[src/rtl/arbitro_pkg.sv]
// Shared types and defaults for the two-VC weighted round-robin arbiter.
package arbitro_pkg;

   typedef enum logic [1:0] {
      IDLE  = 2'd0,
      SERV0 = 2'd1,
      SERV1 = 2'd2
   } arb_state_t;

   localparam int DATA_W_DEF   = 6;
   localparam int DEST_BIT_DEF = 4;

   localparam logic VC0_IDX = 1'b0;
   localparam logic VC1_IDX = 1'b1;

endpackage

[src/rtl/arbitro_wrr_sel.sv]
// Combinational grant selection: eligibility, weighted turn/counter and its next value.
module arbitro_wrr_sel
   import arbitro_pkg::*;
#(
   parameter int W0    = 4,
   parameter int W1    = 1,
   parameter int CNT_W = 3
) (
   input  logic             i_vc0_empty,
   input  logic             i_vc1_empty,
   input  logic             i_vc0_dest,
   input  logic             i_vc1_dest,
   input  logic             i_d0_pause,
   input  logic             i_d1_pause,
   input  logic             i_turn,
   input  logic [CNT_W-1:0] i_cnt,
   output logic             o_grant_vld,
   output logic             o_grant_vc,
   output logic             o_turn_nxt,
   output logic [CNT_W-1:0] o_cnt_nxt
);

   logic             w_elig0;
   logic             w_elig1;
   logic [CNT_W-1:0] w_base;
   logic [CNT_W-1:0] w_n;
   logic [CNT_W-1:0] w_weight;

   // A VC is eligible only if its head word's destination is not paused (head-of-line).
   assign w_elig0 = !i_vc0_empty && !(i_vc0_dest ? i_d1_pause : i_d0_pause);
   assign w_elig1 = !i_vc1_empty && !(i_vc1_dest ? i_d1_pause : i_d0_pause);

   assign o_grant_vld = w_elig0 | w_elig1;
   assign o_grant_vc  = (w_elig0 && w_elig1) ? i_turn : w_elig1;

   assign w_base   = (o_grant_vc == i_turn) ? i_cnt : '0;
   assign w_n      = w_base + CNT_W'(1);
   assign w_weight = (o_grant_vc == VC1_IDX) ? CNT_W'(W1) : CNT_W'(W0);

   always_comb begin
      o_turn_nxt = i_turn;
      o_cnt_nxt  = i_cnt;
      if (o_grant_vld) begin
         if (w_n == w_weight) begin
            o_turn_nxt = ~o_grant_vc;
            o_cnt_nxt  = '0;
         end else begin
            o_turn_nxt = o_grant_vc;
            o_cnt_nxt  = w_n;
         end
      end
   end

endmodule

[src/rtl/arbitro_vc_wrr.sv]
// Weighted round-robin drain of VC0/VC1 into D0/D1, routed by a destination bit, latency 1.
module arbitro_vc_wrr
   import arbitro_pkg::*;
#(
   parameter int DATA_W   = DATA_W_DEF,
   parameter int DEST_BIT = DEST_BIT_DEF,
   parameter int W0       = 4,
   parameter int W1       = 1,
   parameter int CNT_W    = 3
) (
   input  logic              clk,
   input  logic              reset_L,
   input  logic [DATA_W-1:0] VC0,
   input  logic [DATA_W-1:0] VC1,
   input  logic              VC0_empty,
   input  logic              VC1_empty,
   input  logic              D0_pause,
   input  logic              D1_pause,
   output logic              VC0_pop,
   output logic              VC1_pop,
   output logic [DATA_W-1:0] D0,
   output logic [DATA_W-1:0] D1,
   output logic              D0_push,
   output logic              D1_push,
   output logic              arb_idle,
   output logic [1:0]        o_dbg_state
);

   arb_state_t        r_state;
   logic              r_turn;
   logic [CNT_W-1:0]  r_cnt;
   logic [DATA_W-1:0] r_d0;
   logic [DATA_W-1:0] r_d1;
   logic              r_d0_push;
   logic              r_d1_push;

   logic              w_grant_vld;
   logic              w_grant_vc;
   logic              w_turn_nxt;
   logic [CNT_W-1:0]  w_cnt_nxt;
   logic [DATA_W-1:0] w_word;

   arbitro_wrr_sel #(
      .W0    (W0),
      .W1    (W1),
      .CNT_W (CNT_W)
   ) u_sel (
      .i_vc0_empty (VC0_empty),
      .i_vc1_empty (VC1_empty),
      .i_vc0_dest  (VC0[DEST_BIT]),
      .i_vc1_dest  (VC1[DEST_BIT]),
      .i_d0_pause  (D0_pause),
      .i_d1_pause  (D1_pause),
      .i_turn      (r_turn),
      .i_cnt       (r_cnt),
      .o_grant_vld (w_grant_vld),
      .o_grant_vc  (w_grant_vc),
      .o_turn_nxt  (w_turn_nxt),
      .o_cnt_nxt   (w_cnt_nxt)
   );

   // Pops are gated by reset so an asserted reset stops draining immediately.
   assign VC0_pop = reset_L & w_grant_vld & (w_grant_vc == VC0_IDX);
   assign VC1_pop = reset_L & w_grant_vld & (w_grant_vc == VC1_IDX);
   assign w_word  = (w_grant_vc == VC1_IDX) ? VC1 : VC0;

   always_ff @(posedge clk or negedge reset_L) begin
      if (!reset_L) begin
         r_state   <= IDLE;
         r_turn    <= VC0_IDX;
         r_cnt     <= '0;
         r_d0      <= '0;
         r_d1      <= '0;
         r_d0_push <= 1'b0;
         r_d1_push <= 1'b0;
      end else begin
         r_turn    <= w_turn_nxt;
         r_cnt     <= w_cnt_nxt;
         r_d0_push <= 1'b0;
         r_d1_push <= 1'b0;
         if (w_grant_vld) begin
            r_state <= (w_grant_vc == VC1_IDX) ? SERV1 : SERV0;
            if (w_word[DEST_BIT]) begin
               r_d1      <= w_word;
               r_d1_push <= 1'b1;
            end else begin
               r_d0      <= w_word;
               r_d0_push <= 1'b1;
            end
         end else begin
            r_state <= IDLE;
         end
      end
   end

   assign D0          = r_d0;
   assign D1          = r_d1;
   assign D0_push     = r_d0_push;
   assign D1_push     = r_d1_push;
   assign arb_idle    = (r_state == IDLE);
   assign o_dbg_state = r_state;

endmodule

[config.mk]
export PLATFORM = sky130hd
export DESIGN_NAME = arbitro_vc_wrr
export DESIGN_NICKNAME = d
export VERILOG_FILES = /design/src/rtl/arbitro_pkg.sv /design/src/rtl/arbitro_wrr_sel.sv /design/src/rtl/arbitro_vc_wrr.sv
export SDC_FILE = /design/constraint.sdc
export NUM_CORES = 1
export LEC_CHECK = 0
export ABC_AREA = 0
export CELL_PAD_IN_SITES_DETAIL_PLACEMENT = 1
export CELL_PAD_IN_SITES_GLOBAL_PLACEMENT = 1
export CORE_MARGIN = 2
export CORE_UTILIZATION = 34
export DETAILED_ROUTE_END_ITERATION = 8
export PLACE_DENSITY = 0.85
export SLEW_MARGIN = 20
export SYNTH_ARGS = -nofsm -noshare
export SYNTH_HDL_FRONTEND = slang
export SYNTH_SLANG_ARGS = --single-unit
export TNS_END_PERCENT = 100
[constraint.sdc]
create_clock -name clk -period 3.55 [get_ports clk]
set_clock_uncertainty 0.1 [all_clocks]
set_input_delay 0.71 -clock clk [delete_from_list [all_inputs] [get_ports clk]]
set_output_delay 0.71 -clock clk [all_outputs]
set_load 0.05 [all_outputs]
======== After elaboration in Yosys (flattened, before gate mapping) ========
Cells that the tools add are included.
storage, ports and cells
  word-level logic and storage cells ...... 40
  bits of input ports ..................... 18
  bits in registers ....................... 19
cells by class
  reduce and logical (&&, ||, !) cells .... 10
  bitwise operators ....................... 6
  add/sub/neg operators ................... 1
  equal/unequal tests ..................... 2
  mux-type cells .......................... 14
operator list
  kind                                                           number
  3-bit two-way mux                                              3
  1-bit two-way mux                                              8
  6-bit two-way mux                                              1
  1-bit zero test                                                4
  2-bit two-way mux                                              2
  2-bit AND reduction                                            2
  3-bit by 1-bit adder with 3-bit output, second input constant  1
  1-bit AND                                                      3
  3-bit equality test                                            1
  1-bit logical AND                                              3
  2-bit zero test                                                1
  1-bit inverter                                                 2
  1-bit equality test                                            1
  1-bit bitwise OR                                               1

======== Logic depth before layout (Yosys ltp) ========
  depth in word-level cells ............... 10
  gate-level depth with buffers ........... 10

======== Modules after synthesis ========
Synthesis repeated with hierarchy kept, for this count alone.
second synthesis, totals
  cell total of the unflattened synthesis .. 105
  area, all modules ....................... 1126.1 µm²
modules (own cells, without submodules)
  module           times used  cells each  area an instance (µm²)
  arbitro_vc_wrr   1           50          762.0
  arbitro_wrr_sel  1           55          364.1

======== Least setup slack after synthesis ========
No wires, ideal clock.
  kind .................................... input-to-reg
  from .................................... input VC1[4]
  to ...................................... register r_turn
  arrival ................................. 2.726 ns
  path slack .............................. 0.603 ns
  library setup time ...................... 0.121 ns
  buffers on the path ..................... 1
  stages .................................. 10
  cells stage by stage .................... mux2_4 a2111oi_0 a21oi_1 and2_1 ha_1 clkbuf_1 or2_2 a211oi_1 o21ai_0 a22o_1
between the ends
  word-level cells in the longest chain between the ends .. 10
  elaborated cells between the ends (all ways) .. 13
  those cells by class .................... add/sub: 1; eq/ne: 2; mux: 5; bitwise: 2; reduce/logical: 3
ends and longest elaborated chain
  what                                    line                   RTL
  start, declared                         arbitro_vc_wrr.sv:14   input logic [DATA_W-1:0] VC1,
  1-bit two-way mux *                     arbitro_wrr_sel.sv:31  assign w_elig1 = !i_vc1_empty && !(i_vc1_dest ? i_d1_pause : i_d0_pause);
  1-bit zero test *                       arbitro_wrr_sel.sv:31
  1-bit logical AND *                     arbitro_wrr_sel.sv:31
  1-bit logical AND                       arbitro_wrr_sel.sv:34  assign o_grant_vc = (w_elig0 && w_elig1) ? i_turn : w_elig1;
  1-bit two-way mux                       arbitro_wrr_sel.sv:34
  1-bit equality test                     arbitro_wrr_sel.sv:36  assign w_base = (o_grant_vc == i_turn) ? i_cnt : '0;
  3-bit two-way mux                       arbitro_wrr_sel.sv:36
  3-bit by 1-bit adder with 3-bit output  arbitro_wrr_sel.sv:37  assign w_n = w_base + CNT_W'(1);
  3-bit equality test                     arbitro_wrr_sel.sv:44  if (w_n == w_weight) begin
  1-bit two-way mux                       arbitro_wrr_sel.sv:44
  end signal, assigned                    arbitro_vc_wrr.sv:77   r_turn <= w_turn_nxt;
  end, declared                           arbitro_vc_wrr.sv:30   logic r_turn;
Mark *: on every way between the ends. The rest lies on a longest branch, timed or not.
A chain may end at the register's enable or synchronous reset.

======== Worst setup path after layout ========
  from .................................... input VC0[4]
  to ...................................... output VC0_pop
between the ends
  word-level cells in the longest chain between the ends .. 7
  elaborated cells between the ends (all ways) .. 9
  those cells by class .................... mux: 2; bitwise: 4; reduce/logical: 3
ends and longest elaborated chain
  what                 line                   RTL
  start, declared      arbitro_vc_wrr.sv:13   input logic [DATA_W-1:0] VC0,
  1-bit two-way mux *  arbitro_wrr_sel.sv:30  assign w_elig0 = !i_vc0_empty && !(i_vc0_dest ? i_d1_pause : i_d0_pause);
  1-bit zero test *    arbitro_wrr_sel.sv:30
  1-bit logical AND *  arbitro_wrr_sel.sv:30
  1-bit logical AND    arbitro_wrr_sel.sv:34
  1-bit two-way mux    arbitro_wrr_sel.sv:34
  1-bit inverter       arbitro_vc_wrr.sv:63   assign VC0_pop = reset_L & w_grant_vld & (w_grant_vc == VC0_IDX);
  1-bit AND *          arbitro_vc_wrr.sv:63
  end, declared        arbitro_vc_wrr.sv:19   output logic VC0_pop,
Marks and branches as above.

==> flow_summary.toml <==
[timing]
rsz0062_at_grt = "no"
final_max_slew_viol_count = 0
tightest_slew_ns = 0.5207
maxSlewHeadroom_pct = 65.18
fin_crit_sh_pct = 89.94
fmax_mhz = 313.2
finalSetupViolations = 0
hold_viol_final = 0
fin_crit_ns = 3.193
fin_ws_ns = 0.3572
timing.setup.tns_ns = 0

[global_route]
grt_pass1_vias = 1043
grt_first_pass_wirelength_um = 5106
antenna_found_initial = 0
grt_max_degree = 20
grt_use_total_pct = 19.17
overflow = 0

[cts]
worstSkewPairLatency_ns = 0.30
cts_tree = "built"
clockBufferDepth = 2
cts_sinks = 19
postCtsSetupRepairBufs = 0
cts_root_buffer = "clkbuf_4"
numCtsBuffers = 3
clk_pin_slew_worst_paths_ns = 0.11
cts_max_level = 1

[detailed_routing]
first_iter_violations = 10
ant_nets = 0
dr_total_vias = 932
post_drt_wl_per_cell_um = 16.19
drc = 0
wl_um = 3092
routed_via_density = 4.880
drt-pass1-iter-count = 4

[pwr]
switching_share_pct = 46.24
irDropWorstVdd_mv = 0.2655
netSwitchingPower_uw = 466.7
power_density_nw_per_um2 = 637.6
p_int_uw = 542.5
p_clk_share_pct = 11.1
seqPwrFrac_pct = 33.0
p_leak_uw = 0.0007675
pwr-share-comb_pct = 55.8

[placement]
routabilityCongestion = 0.8795
portBuffers = 35
dp_slack_ns = -0.01084
placed_cells = 187
post-dp-hpwl_um = 2580

[yosys]
syn_area_um2 = 1110
yosysUniqueCellTypes = 34
synth_top_area_share_pct = 42.84
synth_top_area_cell = "dfrtp_1"
synth_area_leaders = "dfrtp_1 43%, mux2i_1 15%, inv_1 6.1%, a22oi_4 3.8%, and2_1 2.3%"
yosysWarningCount = 0
syn_inst = 106
ys_ff_latch = 19
syn_nets = 125
avgSynthCellArea_um2 = 10.47
synth_seq_area_share_pct = 42.84

[floorplan]
die_x_um = 61.13
core-area_um2 = 3078
initial_core_util_pct = 36.06
die_h_um = 61.13
fp-row-count = 20
ios = 37
die-area_um2 = 3737

[worst_hold_path]
hold_end = "D1[4]"
holdCritPathClass = "reg -> reg"
min_from = "D1[4]"
whs_path_depth = 1

[cells_and_area]
final_cell_mix = "33 x clkdlybuf4s50_1, 19 x dfrtp_1, 18 x inv_1"
area_delta_synth_final_pct = 42.62
final_common_cell = "clkdlybuf4s50_1"
stdcell_count = 191
drive_gt1_share_pct = 14.29
layout.nets = 167
n_fill_cell = 355
insertedDiodeCount = 0
final_util_pct = 51.42

[setup_path]
critical_path_required_ns = 2.74
startpoint = "VC0[4]"
critPathLaunchType = "primary input"
reg2reg_to = "r_turn"
cp-end-kind = "primary output"
timing.rr.start = "r_turn"
rrSetupSlack_ns = 1.03
arrival_ns = 2.38
cp_max_fo = 3
crit_type = "in -> out"
r2r_cells = 8

[job]
cap_violations = 0

[outcome]
status = "finished, final reports clean"
-- critical path, stage by stage --
cell	delay, ns
clkdlybuf4s50_1	0.52
buf_4	0.15
mux2_2	0.38
a211oi_4	0.25
and2_1	0.22
buf_12	0.15
-- cells in the mapped netlist, drive strengths merged --
master   count
a32oi        1
nand3        1
ha           1
mux2i       17
o21bai       2
and2         4
buf          2
maj3         1
dfrtp       19
xnor2        2
a22o         1
or2          1
a21oi        3
a22oi        2
mux2         3
nor2         4
nand2b       2
inv         18
o31ai        1
conb         1
clkbuf       2
o22ai        2
a211oi       3
o21ai        3
a2111oi      2
a31oi        1
nand2        5
nor2b        1
nor3         1
-- metal layers --
metal | part of all wire (%) | global-route usage [%] | vias to the layer above
li1 | - | - | 439
met1 | 37 | 19.50 | 461
met2 | 56 | 39.36 | 29
met3 | 6.2 | 4.412 | 3
met4 | 0.26 | 3.106 | 0
met5 | 0 | 0 | -
-- flip-flops by register name, indices dropped and copies added, names as in the netlist --
register	count
D1	6
D0	5
r_cnt	3
o_dbg_state	2
D0_push	1
D1_push	1
r_turn	1
-- kinds of logic after synthesis --
group                      synth area share, %
AOI/OAI and AO/OA                        17.59
xor gates and xnor gates                 1.579
adders and majority gates                2.029
buffers and inverters                    8.455
DFF                                      42.84
muxes                                    18.71
other                                   0.3379
and+or+nand+nor                          8.455
-- power by group through the flow --
stage / registers, µW / clock network [µW] / logic (µW)
after floorplan: 459 / 0 / 248
after global placement: 329 / 0 / 539
final: 333 / 113 / 563
after CTS: 333 / 118 / 569
after detailed placement: 335 / 0 / 567
after global routing: 343 / 130 / 608
-- final cells by class --
type | count | area [µm²] | share of cell area (%)
multi-input cells | 65 | 541.8 | 34.23
clock inverters | 1 | 5.005 | 0.3162
repair buffers | 41 | 415.4 | 26.25
flip-flops and latches | 19 | 475.5 | 30.04
clock buffers | 3 | 22.52 | 1.423
inverters | 18 | 67.56 | 4.269
well taps | 44 | 55.05 | 3.478
-- how the worst max path moves through the flow --
| stage | slack, ns | endpoint |
|---|---|---|
| after floorplan | 0.60 | r_turn |
| after global placement | 0.17 | r_turn |
| after detailed placement | -0.01 | r_turn |
| after CTS | 0.32 | r_cnt[0] |
| after global routing | 0.11 | r_turn |
| final | 0.36 | VC0_pop |
-- what timing repair did --
| item | in CTS | in global routing |
|---|---|---|
| endpoints found under the setup margin | 0 | 2 |
| hold buffers | 0 | 0 |
| resized for setup | 0 | 1 |
-- through the flow --
step                      area (µm²)  total power [µW]  hold slack [ns]
final                           1583              1009           0.3813
after global routing            1583              1081           0.4181
after CTS                       1582              1020           0.3863
after detailed placement        1554             902.8           0.3574
after global placement          1554             868.1           0.3545
after floorplan                 1110             707.0           0.3144
Note: power is estimated with default switching activity, not from simulation.
